$ cat src/rtl/fsm_stim_pkg.sv
// -----------------------------------------------------------------------------
// fsm_stim_pkg
// Shared types for the stimulus player that drives the sequence-detector FSM:
//   state_t  - player state (IDLE / PLAY / DONE)
//   sym_t    - 2-bit symbol selecting one of SW1..SW4
//   SYM_SW*  - symbol encodings
//   onehot4  - symbol -> one-hot switch command (bit0=SW1 .. bit3=SW4)
// -----------------------------------------------------------------------------
package fsm_stim_pkg;

    typedef enum logic [1:0] {IDLE, PLAY, DONE} state_t;

    typedef logic [1:0] sym_t;

    localparam sym_t SYM_SW1 = 2'd0;
    localparam sym_t SYM_SW2 = 2'd1;
    localparam sym_t SYM_SW3 = 2'd2;
    localparam sym_t SYM_SW4 = 2'd3;

    function automatic logic [3:0] onehot4(sym_t s);
        logic [3:0] r;
        r = 4'b0000;
        case (s)
            SYM_SW1: r = 4'b0001;
            SYM_SW2: r = 4'b0010;
            SYM_SW3: r = 4'b0100;
            SYM_SW4: r = 4'b1000;
            default: r = 4'b0000;
        endcase
        return r;
    endfunction

endpackage

$ cat src/rtl/fsm_stim_gen_if.sv
// -----------------------------------------------------------------------------
// fsm_stim_gen_if
// Host-side load/control signals and player outputs of fsm_stim_gen.
//   wr_en/wr_sym   load one symbol into the next free slot
//   clr            empty the buffer
//   start/stop     begin / abort playback
//   cmd/cmd_valid  one-hot switch command toward the FSM (SW1..SW4)
//   busy/done      playing / one-cycle completion pulse
//   full/count     buffer occupancy
// Modports: slave = the player, master = the host / bench.
// -----------------------------------------------------------------------------
interface fsm_stim_gen_if
    import fsm_stim_pkg::*;
#(
    parameter int DEPTH = 8
);
    localparam int CW = $clog2(DEPTH) + 1;

    logic          wr_en;
    sym_t          wr_sym;
    logic          clr;
    logic          start;
    logic          stop;
    logic [3:0]    cmd;
    logic          cmd_valid;
    logic          busy;
    logic          done;
    logic          full;
    logic [CW-1:0] count;

    modport slave (
        input  wr_en, wr_sym, clr, start, stop,
        output cmd, cmd_valid, busy, done, full, count
    );

    modport master (
        output wr_en, wr_sym, clr, start, stop,
        input  cmd, cmd_valid, busy, done, full, count
    );

endinterface

$ cat src/rtl/fsm_stim_gen.sv
// -----------------------------------------------------------------------------
// fsm_stim_gen
// Programmable stimulus player. A host loads up to DEPTH 2-bit symbols, pulses
// start, and the block replays them as one-hot commands on cmd, each symbol
// held for HOLD_CYC clocks. All outputs are registered.
// Ports:
//   KEY0  clock (rising edge)
//   SW0   asynchronous active-high reset
//   bus   fsm_stim_gen_if.slave (load/control in, cmd/status out)
// Optional build macro FSM_STIM_LOOP_EN: playback wraps to slot 0 without a
// gap, pulsing done with the first symbol of every wrap; only stop or reset
// leave PLAY.
// -----------------------------------------------------------------------------
module fsm_stim_gen
    import fsm_stim_pkg::*;
#(
    parameter int DEPTH    = 8,
    parameter int HOLD_CYC = 1
) (
    input logic          KEY0,
    input logic          SW0,
    fsm_stim_gen_if.slave bus
);
    localparam int AW = $clog2(DEPTH);
    localparam int CW = AW + 1;
    localparam int HW = (HOLD_CYC > 1) ? $clog2(HOLD_CYC) : 1;

    state_t        state_q, state_d;
    logic [AW-1:0] rd_ptr_q, rd_ptr_d;
    logic [HW-1:0] hold_cnt_q, hold_cnt_d;
    logic [CW-1:0] count_q, count_d;
    logic [3:0]    cmd_q, cmd_d;
    logic          cmd_valid_q, cmd_valid_d;
    logic          busy_q, busy_d;
    logic          done_q, done_d;
    logic          full_q, full_d;
    logic          wr_fire;
    sym_t          buf_q [DEPTH];
`ifdef FSM_STIM_LOOP_EN
    // Set on the edge that wraps rd_ptr; the next emitted symbol carries done.
    logic          wrap_q, wrap_d;
`endif

    always_comb begin
        state_d     = state_q;
        rd_ptr_d    = rd_ptr_q;
        hold_cnt_d  = hold_cnt_q;
        count_d     = count_q;
        cmd_d       = 4'b0000;
        cmd_valid_d = 1'b0;
        busy_d      = 1'b0;
        done_d      = 1'b0;
        wr_fire     = 1'b0;
`ifdef FSM_STIM_LOOP_EN
        wrap_d      = 1'b0;
`endif
        case (state_q)
            IDLE: begin
                // clr > start > wr_en; a lower-priority request in the same
                // cycle is dropped, even when start itself is ignored.
                if (bus.clr) begin
                    count_d = '0;
                end else if (bus.start) begin
                    if (count_q != '0) begin
                        state_d    = PLAY;
                        rd_ptr_d   = '0;
                        hold_cnt_d = '0;
                    end
                end else if (bus.wr_en && !full_q) begin
                    wr_fire = 1'b1;
                    count_d = count_q + CW'(1);
                end
            end
            PLAY: begin
                if (bus.stop) begin
                    state_d = IDLE;
                end else begin
                    cmd_d       = onehot4(buf_q[rd_ptr_q]);
                    cmd_valid_d = 1'b1;
                    busy_d      = 1'b1;
`ifdef FSM_STIM_LOOP_EN
                    done_d      = wrap_q;
`endif
                    if (hold_cnt_q == HW'(HOLD_CYC - 1)) begin
                        hold_cnt_d = '0;
                        if ({1'b0, rd_ptr_q} == count_q - CW'(1)) begin
`ifdef FSM_STIM_LOOP_EN
                            rd_ptr_d = '0;
                            wrap_d   = 1'b1;
`else
                            state_d  = DONE;
`endif
                        end else begin
                            rd_ptr_d = rd_ptr_q + AW'(1);
                        end
                    end else begin
                        hold_cnt_d = hold_cnt_q + HW'(1);
                    end
                end
            end
            DONE: begin
                done_d  = 1'b1;
                state_d = IDLE;
            end
            default: state_d = IDLE;
        endcase
        full_d = (count_d == CW'(DEPTH));
    end

    always_ff @(posedge KEY0 or posedge SW0) begin
        if (SW0) begin
            state_q     <= IDLE;
            rd_ptr_q    <= '0;
            hold_cnt_q  <= '0;
            count_q     <= '0;
            cmd_q       <= 4'b0000;
            cmd_valid_q <= 1'b0;
            busy_q      <= 1'b0;
            done_q      <= 1'b0;
            full_q      <= 1'b0;
`ifdef FSM_STIM_LOOP_EN
            wrap_q      <= 1'b0;
`endif
        end else begin
            state_q     <= state_d;
            rd_ptr_q    <= rd_ptr_d;
            hold_cnt_q  <= hold_cnt_d;
            count_q     <= count_d;
            cmd_q       <= cmd_d;
            cmd_valid_q <= cmd_valid_d;
            busy_q      <= busy_d;
            done_q      <= done_d;
            full_q      <= full_d;
`ifdef FSM_STIM_LOOP_EN
            wrap_q      <= wrap_d;
`endif
        end
    end

    // Buffer storage is not reset; count=0 hides stale contents.
    always_ff @(posedge KEY0) begin
        if (wr_fire) begin
            buf_q[count_q[AW-1:0]] <= bus.wr_sym;
        end
    end

    assign bus.cmd       = cmd_q;
    assign bus.cmd_valid = cmd_valid_q;
    assign bus.busy      = busy_q;
    assign bus.done      = done_q;
    assign bus.full      = full_q;
    assign bus.count     = count_q;

endmodule

$ cat src/flat_wrapper.sv
// flat-port wrapper written by rule: the top's interface ports become plain ports
module fsm_stim_gen_flat import fsm_stim_pkg::*;
#(
    parameter int DEPTH    = 8,
    parameter int HOLD_CYC = 1
)
  (KEY0, SW0, bus_wr_en, bus_wr_sym, bus_clr, bus_start, bus_stop, bus_cmd, bus_cmd_valid, bus_busy, bus_done, bus_full, bus_count);
  fsm_stim_gen_if #(.DEPTH(DEPTH)) bus_i ();
  input logic KEY0;
  input logic SW0;
  input wire logic [$bits(bus_i.wr_en)-1:0] bus_wr_en;
  input wire logic [$bits(bus_i.wr_sym)-1:0] bus_wr_sym;
  input wire logic [$bits(bus_i.clr)-1:0] bus_clr;
  input wire logic [$bits(bus_i.start)-1:0] bus_start;
  input wire logic [$bits(bus_i.stop)-1:0] bus_stop;
  output wire logic [$bits(bus_i.cmd)-1:0] bus_cmd;
  output wire logic [$bits(bus_i.cmd_valid)-1:0] bus_cmd_valid;
  output wire logic [$bits(bus_i.busy)-1:0] bus_busy;
  output wire logic [$bits(bus_i.done)-1:0] bus_done;
  output wire logic [$bits(bus_i.full)-1:0] bus_full;
  output wire logic [$bits(bus_i.count)-1:0] bus_count;
  assign bus_i.wr_en = bus_wr_en;
  assign bus_i.wr_sym = bus_wr_sym;
  assign bus_i.clr = bus_clr;
  assign bus_i.start = bus_start;
  assign bus_i.stop = bus_stop;
  assign bus_cmd = bus_i.cmd;
  assign bus_cmd_valid = bus_i.cmd_valid;
  assign bus_busy = bus_i.busy;
  assign bus_done = bus_i.done;
  assign bus_full = bus_i.full;
  assign bus_count = bus_i.count;
  fsm_stim_gen #(.DEPTH(DEPTH), .HOLD_CYC(HOLD_CYC)) u_core (.KEY0(KEY0), .SW0(SW0), .bus(bus_i));
endmodule
$ cat config.mk
export PLATFORM = sky130hd
export DESIGN_NAME = fsm_stim_gen_flat
export DESIGN_NICKNAME = d
export VERILOG_FILES = /design/src/rtl/fsm_stim_pkg.sv /design/src/rtl/fsm_stim_gen_if.sv /design/src/rtl/fsm_stim_gen.sv /design/src/flat_wrapper.sv
export SDC_FILE = /design/constraint.sdc
export NUM_CORES = 1
export LEC_CHECK = 0
export BUFFER_PORTS_ARGS = -buffer_cell sky130_fd_sc_hd__buf_2
export CAP_MARGIN = 40
export CORE_ASPECT_RATIO = 1.75
export CORE_MARGIN = 2
export CORE_UTILIZATION = 30
export DETAILED_ROUTE_END_ITERATION = 10
export HOLD_SLACK_MARGIN = 0.02
export PLACE_DENSITY = 0.44
export RECOVER_POWER = 50
export SYNTH_ARGS = -nofsm -noshare
export SYNTH_HDL_FRONTEND = slang
export SYNTH_SLANG_ARGS = --single-unit
$ cat constraint.sdc
create_clock -name KEY0 -period 4 [get_ports KEY0]
set_clock_uncertainty 0.1 [all_clocks]
set_input_delay 0.4 -clock KEY0 [delete_from_list [all_inputs] [get_ports KEY0]]
set_output_delay 0.4 -clock KEY0 [all_outputs]
set_load 0.01 [all_outputs]
======== After elaboration in Yosys (flattened, before gate mapping) ========
Memories as Yosys holds them, arrays and structs flattened.
Cells that the tools add are included.
storage, ports and cells
  register bits after elaboration ......... 17
  memory bits (read-only) ................. 0
  latch bits .............................. 0
  logic and storage cells ................. 73
  memories kept ........................... 1
  memory bits (writable) .................. 16
  bits of input ports ..................... 8
operators by class
  reduce and logical (&&, ||, !) cells .... 9
  muxes and demuxes ....................... 36
  equality and inequality tests ........... 15
  shift operators ......................... 0
  $lt $le $gt $ge ......................... 0
  add/sub/neg operators ................... 4
  divide/modulo/power cells ............... 0
  bitwise logic cells ..................... 0
  multiply operators ...................... 0
memory list
  name          depth  width  read ports  clocked after Yosys merged registers in  write ports  line                text
  u_core.buf_q  8      2      1           0                                        1            fsm_stim_gen.sv:38  sym_t buf_q [DEPTH];
operator list
  operator             count
  $mux 4               6
  $mux 3               6
  $pmux 4 s4           1
  $mux 1               14
  $mux 2               6
  $ne 2x2->1 const B   5
  $reduce_and 5->1     2
  $reduce_and 7->1     1
  $eq 2x2->1 const B   3
  $pmux 3 s2           1
  $add 4x1->4 const B  1
  $eq 2x1->1 const B   2
  $eq 3x4->1           1
  $eq 4x4->1 const B   1
  $logic_not 2->1      2
  $pmux 2 s2           1
  $reduce_bool 4->1    1
  $sub 4x1->4 const B  1
  $add 3x1->3 const B  1
  $ne 3x2->1 const B   1
  $ne 3x3->1 const B   1
  $ne 2x1->1 const B   1
  $pmux 1 s2           1
  $reduce_bool 2->1    1
  3 further kinds      3

======== Longest topological paths before layout ========
Gate-level depths: netlist of run 1.
  depth in word-level cells ............... 8
  depth in mapped cells ................... 7

======== Worst setup path after synthesis of run 1 ========
OpenSTA, ideal clock, no wires.
  path type ............................... flip-flop to flip-flop
  start ................................... reg u_core.count_q[0] (netlist: u_core.bus.count[0])
  end ..................................... reg u_core.rd_ptr_q[0]
  stages on the path, launching flop included .. 8
  setup slack ............................. 2.014 ns
  setup time .............................. 0.125 ns
  data arrival time ....................... 1.761 ns
  period minus slack after synthesis ...... 1.986 ns
  buffers on the path ..................... 0
  path through ............................ dfrtp_1 -> inv_1 -> ha_1 -> nor3b_1 -> o41a_1 -> nor2_1 -> a21oi_4 -> mux2_2
between the ends
  word-level cells in the longest chain between the ends .. 4
  elaborated cells on any way between the ends .. 6
  those cells by class .................... 1 x add/sub; 3 x eq/ne; 2 x reduce/logical
ends and longest elaborated chain
  item                          line                 text
  start, declared               fsm_stim_gen.sv:31   logic [CW-1:0] count_q, count_d;
  start signal, assigned        fsm_stim_gen.sv:128  count_q <= count_d;
  $sub 4x1->4                   fsm_stim_gen.sv:86   if ({1'b0, rd_ptr_q} == count_q - CW'(1)) begin
  $eq 3x4->1                    fsm_stim_gen.sv:86
  $ne 2x2->1 (no line)          --
  $reduce_and 7->1 (no line) *  --
  end signal, assigned          fsm_stim_gen.sv:126  rd_ptr_q <= rd_ptr_d;
  end, declared                 fsm_stim_gen.sv:29   logic [AW-1:0] rd_ptr_q, rd_ptr_d;
Mark *: on every way between the ends. The rest lies on a longest branch, timed or not.
A chain may end at the register's enable or synchronous reset.

======== Worst setup path in the final report of run 1 ========
  start ................................... reg u_core.count_q[1] (netlist: u_core.bus.count[1])
  end ..................................... reg u_core.rd_ptr_q[0]
Same word-level chain as after synthesis.

==> results of run 1 <==
-- stage by stage --
stage,std cells,setup WS [ns]
2_1_floorplan,115,2.01
5_1_grt,189,1.81
4_1_cts,189,1.92
3_3_place_gp,181,1.98
6_report,189,1.93
3_5_place_dp,181,1.93
-- kinds of logic (layout without fill, tap and decap cells) --
family,Yosys count,after routing,synth area share [%]
muxes,8,8,9.86
xor gates and xnor gates,5,5,2.95
DFF,32,32,59.3
AOI/OAI and AO/OA,9,9,5.56
and+or+nand+nor,48,48,15.8
adders and majority gates,3,3,2.53
buffers and inverters,10,32,4.04
-- state kept, by name, summed over array words and instances (netlist names) --
register / flops
u_core.buf_q: 16
u_core.bus.cmd: 4
u_core.bus.cmd_valid: 1
u_core.bus.count: 4
u_core.bus.done: 1
u_core.bus.full: 1
u_core.rd_ptr_q: 3
u_core.state_q: 2
-- metal layers --
metal	global-route usage (%)	vias to the layer above
met5	0	-
met4	8.05	0
met3	3.20	9
met2	20.6	22
met1	11.8	450
li1	-	452
-- layout make-up --
cell class,count,share of cell area (%)
Clock buffer,5,4.07
Clock inverter,3,1.41
Multi-Input combinational cell,73,32.2
Inverter,5,1.11
Sequential cell,32,52.1
Timing Repair Buffer,19,5.19
Tap cell,52,3.85
-- final timing paths --
path	end	slack, ns	cells past startpoint
worst min-delay path	u_core.bus.done	0.08	2
min in group KEY0	u_core.state_q[1]	0.27	2
worst min register to register	u_core.bus.done	0.43	1
worst max-delay path	u_core.rd_ptr_q[0]	1.93	7
max in group asynchronous	u_core.bus.cmd_valid	3.31	2
worst max register to register	u_core.rd_ptr_q[0]	1.93	7
-- synthesized netlist by cell type --
library cell  instances
nor3_1                6
a22o_1                1
and2_1                1
buf_6                 2
xnor2_1               2
o21ai_0               2
or3_4                 1
o211ai_2              1
nand3_1               2
nand2b_1              3
ha_1                  3
and3_1                1
nor4_1                2
mux2i_1               3
or4_1                 1
nand4_1               1
a21o_1                1
nor3b_1               2
buf_4                 2
mux2_2                1
nor2b_1               2
mux4_1                4
nand2_1               8
a21oi_4               1
nor2_1               18
dfrtp_1              16
inv_1                 5
clkbuf_1              1
edfxtp_1             16
a21oi_2               1
xor2_1                3
o211ai_1              1
o41a_1                1
-- critical path: cells and delay by family, from the launching register on --
family / cells / cell delay (ns)
flip-flops: 1 / 0.51
buffers and inverters: 1 / 0.10
XOR/XNOR: 1 / 0.15
adder cells (fa/ha/maj): 1 / 0.21
AO/OA/AOI/OAI: 1 / 0.20
multiplexers: 1 / 0.26
AND/OR/NAND/NOR: 2 / 0.43
-- power groups by stage --
stage	logic, µW	clock network, µW	registers, µW
4_1_cts	307	268	447
3_3_place_gp	305	0	452
3_5_place_dp	304	0	454
6_report	300	257	445
5_1_grt	339	276	455
2_1_floorplan	261	0	434
==> reports/metrics.cfg, run 1 <==
[power]
swShare_pct = 35.4
p_sw_uw = 355
power-per-cell-area_nw_per_um2 = 593
p_leak_uw = 0.000682
combPwrFrac_pct = 29.9
total_power_uw = 1000
p_seq_share_pct = 44.4
clockPowerShare_pct = 25.7
ir_worst_vdd_v = 0.000250
p_int_uw = 647

[placement]
post_dp_cell_area_um2 = 1600
portBuffers = 19
gp_congestion = 0.776
hpwl_mm = 2.22

[grt]
grt_max_degree = 17
grt.total_usage_pct = 11.9
grt_pass1_vias = 1032
overflow = 0
antenna_found_initial = 0
grt_pass1_wl_mm = 4.95

[route]
wl_met3_um = 97
detail_route.wl_per_cell_um = 15.5
dr_wl_met2_mm = 1.60
drt_iter0_drc = 17
drc = 0
drt_pass1_iterations = 4
num_vias = 933
m1WireLength_mm = 1.12
viasPerCell = 4.94
wl_mm = 2.92
ant_nets = 0
highest_layer = met4

[clock_tree]
cts_tree = built
clockRootBuffer = clkbuf_8
cts-htree-levels = 2
cts_resized = 0
clock-sinks = 32
clk_path_buf_depth = 2
cts.hold.buffers_added = 0
clkTransAtPathRegs_ns = 0.07
cts-buffers-inserted = 5
insertion_delay_ns = 0.29
post_cts_buffers = 0

[worst_setup_path]
crit_slowest_cell = dfrtp_1
setup.worst_path.class = register to register
required_ns = 4.08
critPathArrivalTime_ns = 2.15
worstSetupEndpointType = register
setup.worst_path.start = u_core.bus.count[1]
worstPathCellList = inv_1 -> ha_1 -> xor2_1 -> or3_4 -> a21oi_2 -> nor3_1 -> mux2_2
crit_path_start_kind = register
critPathMaxStageDelay_ns = 0.51
worstPathMaxFanout = 10
r2r-start = u_core.bus.count[1]

[synthesis]
synthCells = 115
syn-num-nets = 126
ys_seq_area_share_pct = 59.3
synth.area.top_cells = edfxtp_1 (32%), dfrtp_1 (27%), mux4_1 (7.1%), nor2_1 (4.5%), ha_1 (2.5%)
synth_area_leader_cell = edfxtp_1
ys_types = 33
yosysTopAreaCellShare_pct = 32.4
synth_area_um2 = 1490
yosys_warnings = 0
synth.avg_cell_area_um2 = 12.9
synth-seq-cells = 32

[worst_hold_path]
hp-class = primary input to asynchronous set/reset pin

[sta]
finalCritPeriodShare_pct = 51.8
setup_viol = 0
fin_hold_ws_ns = 0.0821
setup_tns_ns = 0
maxSlewHeadroom_pct = 57.7
finalHoldViolCount = 0
drv_slew = 0
period_needed_ns = 2.07
rsz0062_at_grt = no
fmax_mhz = 482
tightest_slew_ns = 0.634

[finish]
n_fill_cell = 503
syn2layout_area_growth_pct = 13.7
drive_above_1_share_pct = 19.0
regArea_um2 = 881
nets = 147
post-route-util_pct = 35.9
multi_input_area_um2 = 544
diodes = 0
layout_common_cells = nor2_1 (18), edfxtp_1 (16), dfrtp_1 (16), buf_2 (13), nand2_1 (8)
final_common_cell = nor2_1
design_area_um2 = 1690

[floorplan]
coreArea_um2 = 4710
dieArea_um2 = 5550
start_util_pct = 31.6
fp.dieW_um = 57.2
rows = 33
die_h_um = 97.1
num_io_pins = 20

[outcome]
status = finished clean

[job]
drv_cap = 0

Power figures use the tool's default switching activity.
==> run 2: changes to the inputs <==
Clock period 4 ns to 2.08 ns, I/O delays scaled along.
==> reports/metrics.cfg, run 2 (synthesis results as in run 1) <==
[sta]
finalHoldViolCount = 0
tightest_slew_ns = 0.642
setup_viol = 0
rsz0062_at_grt = no
setup_tns_ns = 0
maxSlewHeadroom_pct = 57.2
period_needed_ns = 1.93
fmax_mhz = 519
drv_slew = 0
finalCritPeriodShare_pct = 92.7

[job]
drv_cap = 0

[power]
ir_worst_vdd_v = 0.000646
p_leak_uw = 0.000692
power-per-cell-area_nw_per_um2 = 1140
swShare_pct = 35.3
p_sw_uw = 692
combPwrFrac_pct = 33.3
p_int_uw = 1270
p_seq_share_pct = 41.9
clockPowerShare_pct = 24.8

[placement]
portBuffers = 19
post_dp_cell_area_um2 = 1640
gp_congestion = 0.752
hpwl_mm = 2.35

[finish]
final_common_cell = nor2_1
layout_common_cells = nor2_1 (18), edfxtp_1 (16), dfrtp_1 (16), clkbuf_1 (11), buf_2 (9)
diodes = 0
syn2layout_area_growth_pct = 16.3
largest_reg_flops = 16
nets = 153
design_area_um2 = 1730
drive_above_1_share_pct = 18.2

[grt]
grt_pass1_vias = 1075
grt.total_usage_pct = 12.3
grt_max_degree = 17
grt_pass1_wl_mm = 5.15
overflow = 0
antenna_found_initial = 0

[clock_tree]
cts_tree = built
cts-buffers-inserted = 5
clk_path_buf_depth = 2
cts-htree-levels = 2
clkTransAtPathRegs_ns = 0.07
clockRootBuffer = clkbuf_8
post_cts_buffers = 0
insertion_delay_ns = 0.28
clock-sinks = 32

[route]
wl_mm = 3.01
detail_route.wl_per_cell_um = 15.4
viasPerCell = 5.02
num_vias = 978
drt_pass1_iterations = 4
ant_nets = 0
drc = 0
drt_iter0_drc = 29

[floorplan]
rows = 33
coreArea_um2 = 4710
die_h_um = 97.1
fp.dieW_um = 57.2
num_io_pins = 20
start_util_pct = 31.6
dieArea_um2 = 5550

[worst_setup_path]
r2r_end = u_core.rd_ptr_q[0]
worstPathMaxFanout = 4
setup.worst_path.start = u_core.bus.count[0]
critPathArrivalTime_ns = 2.00
r2r-start = u_core.bus.count[0]
r2r_cells = 7
required_ns = 2.15
crit_path_start_kind = register
setup.worst_path.class = register to register
crit_path_end = u_core.rd_ptr_q[0]
worstSetupEndpointType = register
ff2ff_setup_slack_ns = 0.15

[worst_hold_path]
hold_depth = 2
hp-class = primary input to register
hp-start = bus_stop

[outcome]
status = finished clean

run 2: cell count changes in the layout (fill, tap and decap cells not counted):
cell and change:
buf_4 +4, dlygate4sd3_1 +1, clkbuf_1 +5, buf_2 -4
run 2: worst min-delay path by stage:
stage | slack (ns) | to
2_1_floorplan | 0.02 | u_core.bus.cmd[0]
3_3_place_gp | 0.21 | u_core.state_q[1]
3_5_place_dp | 0.23 | u_core.state_q[0]
4_1_cts | 0.07 | u_core.bus.cmd[3]
5_1_grt | 0.1 | u_core.bus.cmd[3]
6_report | 0.08 | u_core.bus.cmd[3]
run 2: cell type report:
class,count,area (µm²)
well taps,52,65.1
repair buffers,25,126
multi-input cells,73,544
fillers,494,2980
clock buffers,5,68.8
clock inverters,3,23.8
flip-flops and latches,32,881
inverters,5,18.8
run 2: per-layer routing:
metal	vias to the layer above	track usage (%)	share of wire [%]
met4	0	5.55	2.9
met1	490	12.4	37
li1	463	-	-
met3	8	3.33	3.4
met5	-	0	0
met2	17	22.6	56
run 2: repair_timing:
item,CTS,global route
hold buffers,1,0
gates resized for setup,0,0
endpoints found under the hold margin,16,0
setup endpoints to repair,0,0
run 2: per-stage QoR:
step                      utilization, %  hold slack, ns  worst slack (ns)  std cells  power [µW]
after global placement              34.9           0.212             0.224        186        1500
after floorplan                        -          0.0217            0.0941        115        1340
after CTS                           37.1          0.0707             0.164        195        2000
after detailed placement            34.9           0.227             0.187        186        1510
final                               36.7          0.0775             0.151        195        1960
after global routing                36.7          0.0994            0.0295        195        2090
run 2: critical path, cell delays in order, from the launching register on:
cell and delay [ns]:
dfrtp_1 0.35, inv_1 0.08, ha_1 0.22, nor3b_1 0.14
o41a_1 0.35, nor2_1 0.20, a21oi_4 0.10, mux2_2 0.27
run 2: power groups by stage:
stage | combinational, µW | clock (µW) | sequential [µW]
3_3_place_gp | 662 | 0 | 835
5_1_grt | 736 | 519 | 837
4_1_cts | 677 | 495 | 824
3_5_place_dp | 673 | 0 | 837
6_report | 653 | 487 | 821
2_1_floorplan | 502 | 0 | 835
==> run 3: changes to the inputs <==
--- a/constraint.sdc
+++ b/constraint.sdc
@@ -3,3 +3,3 @@
 set_input_delay 0.208 -clock KEY0 [delete_from_list [all_inputs] [get_ports KEY0]]
 set_output_delay 0.208 -clock KEY0 [all_outputs]
-set_load 0.01 [all_outputs]
+set_load 0.05 [all_outputs]
==> reports/metrics.cfg, run 3 (synthesis results as in run 1) <==
[outcome]
status = finished clean

[grt]
grt.total_usage_pct = 11.9
antenna_found_initial = 0
grt_pass1_wl_mm = 4.91
grt_max_degree = 17
grt_pass1_vias = 966
overflow = 0

[placement]
portBuffers = 19
post_dp_cell_area_um2 = 1630
gp_congestion = 0.794
hpwl_mm = 2.27

[route]
viasPerCell = 4.92
ant_nets = 0
drt_iter0_drc = 17
drt_pass1_iterations = 4
num_vias = 950
detail_route.wl_per_cell_um = 15.2
drc = 0
wl_mm = 2.93

[finish]
diodes = 0
nets = 151
largest_reg_flops = 16
layout_common_cells = nor2_1 (16), edfxtp_1 (16), dfrtp_1 (14), buf_2 (11), clkbuf_1 (9)
drive_above_1_share_pct = 22.0
design_area_um2 = 1720
post-route-util_pct = 36.6
syn2layout_area_growth_pct = 16.0

[sta]
setup_viol = 0
drv_slew = 0
fmax_mhz = 515
setup_tns_ns = 0
period_needed_ns = 1.94
maxSlewHeadroom_pct = 59.0
rsz0062_at_grt = no
fin_hold_ws_ns = 0.0862
finalCritPeriodShare_pct = 93.4
finalHoldViolCount = 0
tightest_slew_ns = 0.615

[floorplan]
die_h_um = 97.1
num_io_pins = 20
dieArea_um2 = 5550
start_util_pct = 31.6
coreArea_um2 = 4710
fp.dieW_um = 57.2
rows = 33

[clock_tree]
cts_tree = built
clockRootBuffer = clkbuf_8
clock-sinks = 32
cts_resized = 0
clkTransAtPathRegs_ns = 0.07
cts-htree-levels = 2
insertion_delay_ns = 0.28
cts-buffers-inserted = 5
clk_path_buf_depth = 2

[worst_hold_path]
hp-class = primary input to register
hold_depth = 2

[worst_setup_path]
critPathArrivalTime_ns = 2.01
r2r_cells = 7
required_ns = 2.15
worstSetupEndpointType = register
setup.worst_path.class = register to register
worstPathMaxFanout = 7
crit_path_start_kind = register

[power]
power-per-cell-area_nw_per_um2 = 1210
ir_worst_vdd_v = 0.000616
p_leak_uw = 0.000686

[job]
drv_cap = 0

## run 3: changes by cell type in the layout (fill, tap and decap cells not counted)
| cell | change |
|---|---|
| buf_2 | +2 |
| buf_4 | -2 |
| clkbuf_1 | -2 |
| dfrtp_1 | -2 |
| dfrtp_2 | +2 |
| inv_1 | -1 |
| inv_2 | +1 |
| nor2_1 | -2 |
| nor2_2 | +2 |
## run 3: cell type report
| type | instances | area, µm² |
|---|---|---|
| clock buffers | 5 | 68.8 |
| clock inverters | 3 | 23.8 |
| fillers | 488 | 2980 |
| inverters | 5 | 18.8 |
| multi-input cells | 73 | 549 |
| flip-flops and latches | 32 | 883 |
| well taps | 52 | 65.1 |
| repair buffers | 23 | 114 |
## run 3: worst max-delay path: stages, from the launching register on
cell and delay [ns]:
dfrtp_2 0.42, inv_2 0.07, ha_1 0.22, xor2_1 0.16, or3_4 0.34, a21oi_2 0.18
nor3_1 0.08, mux2_2 0.26
## run 3: stage by stage
| step | setup slack (ns) | power (µW) | std cells |
|---|---|---|---|
| 4_1_cts | 0.138 | 2130 | 193 |
| 5_1_grt | 0.0348 | 2220 | 193 |
| 3_3_place_gp | 0.202 | 1630 | 184 |
| 2_1_floorplan | 0.0267 | 1480 | 115 |
| 6_report | 0.138 | 2080 | 193 |
| 3_5_place_dp | 0.155 | 1640 | 184 |
## run 3: layer usage
layer / global-route usage, % / vias up / part of all wire [%] / wire length, µm
met1: 13.4 / 467 / 40 / 1160
met5: 0 / - / 0 / 0
met3: 3.20 / 4 / 3.4 / 101
met4: 5.37 / 0 / 1.6 / 48
met2: 20.4 / 20 / 55 / 1610
li1: - / 459 / - / -
## run 3: repair_timing
action	in CTS	in global routing
hold buffers	1	0
endpoints found under the setup margin	0	0
buffers inserted	0	0
endpoints found under the hold margin	16	0
## run 3: final timing paths
check                                         start                  end  slack (ns)
min in group asynchronous                       SW0      u_core.bus.full        0.44
max in group asynchronous                       SW0  u_core.bus.count[1]        1.01
worst max-delay path            u_core.bus.count[0]   u_core.rd_ptr_q[0]        0.14
worst max register to register  u_core.bus.count[0]   u_core.rd_ptr_q[0]        0.14
worst min register to register    u_core.state_q[1]      u_core.bus.done        0.46
worst min-delay path                       bus_stop    u_core.bus.cmd[3]        0.09
## run 3: power by group
group / switching (µW) / internal [µW]
registers: 92.8 / 744
logic: 480 / 286
clock network: 244 / 237
total: 817 / 1270
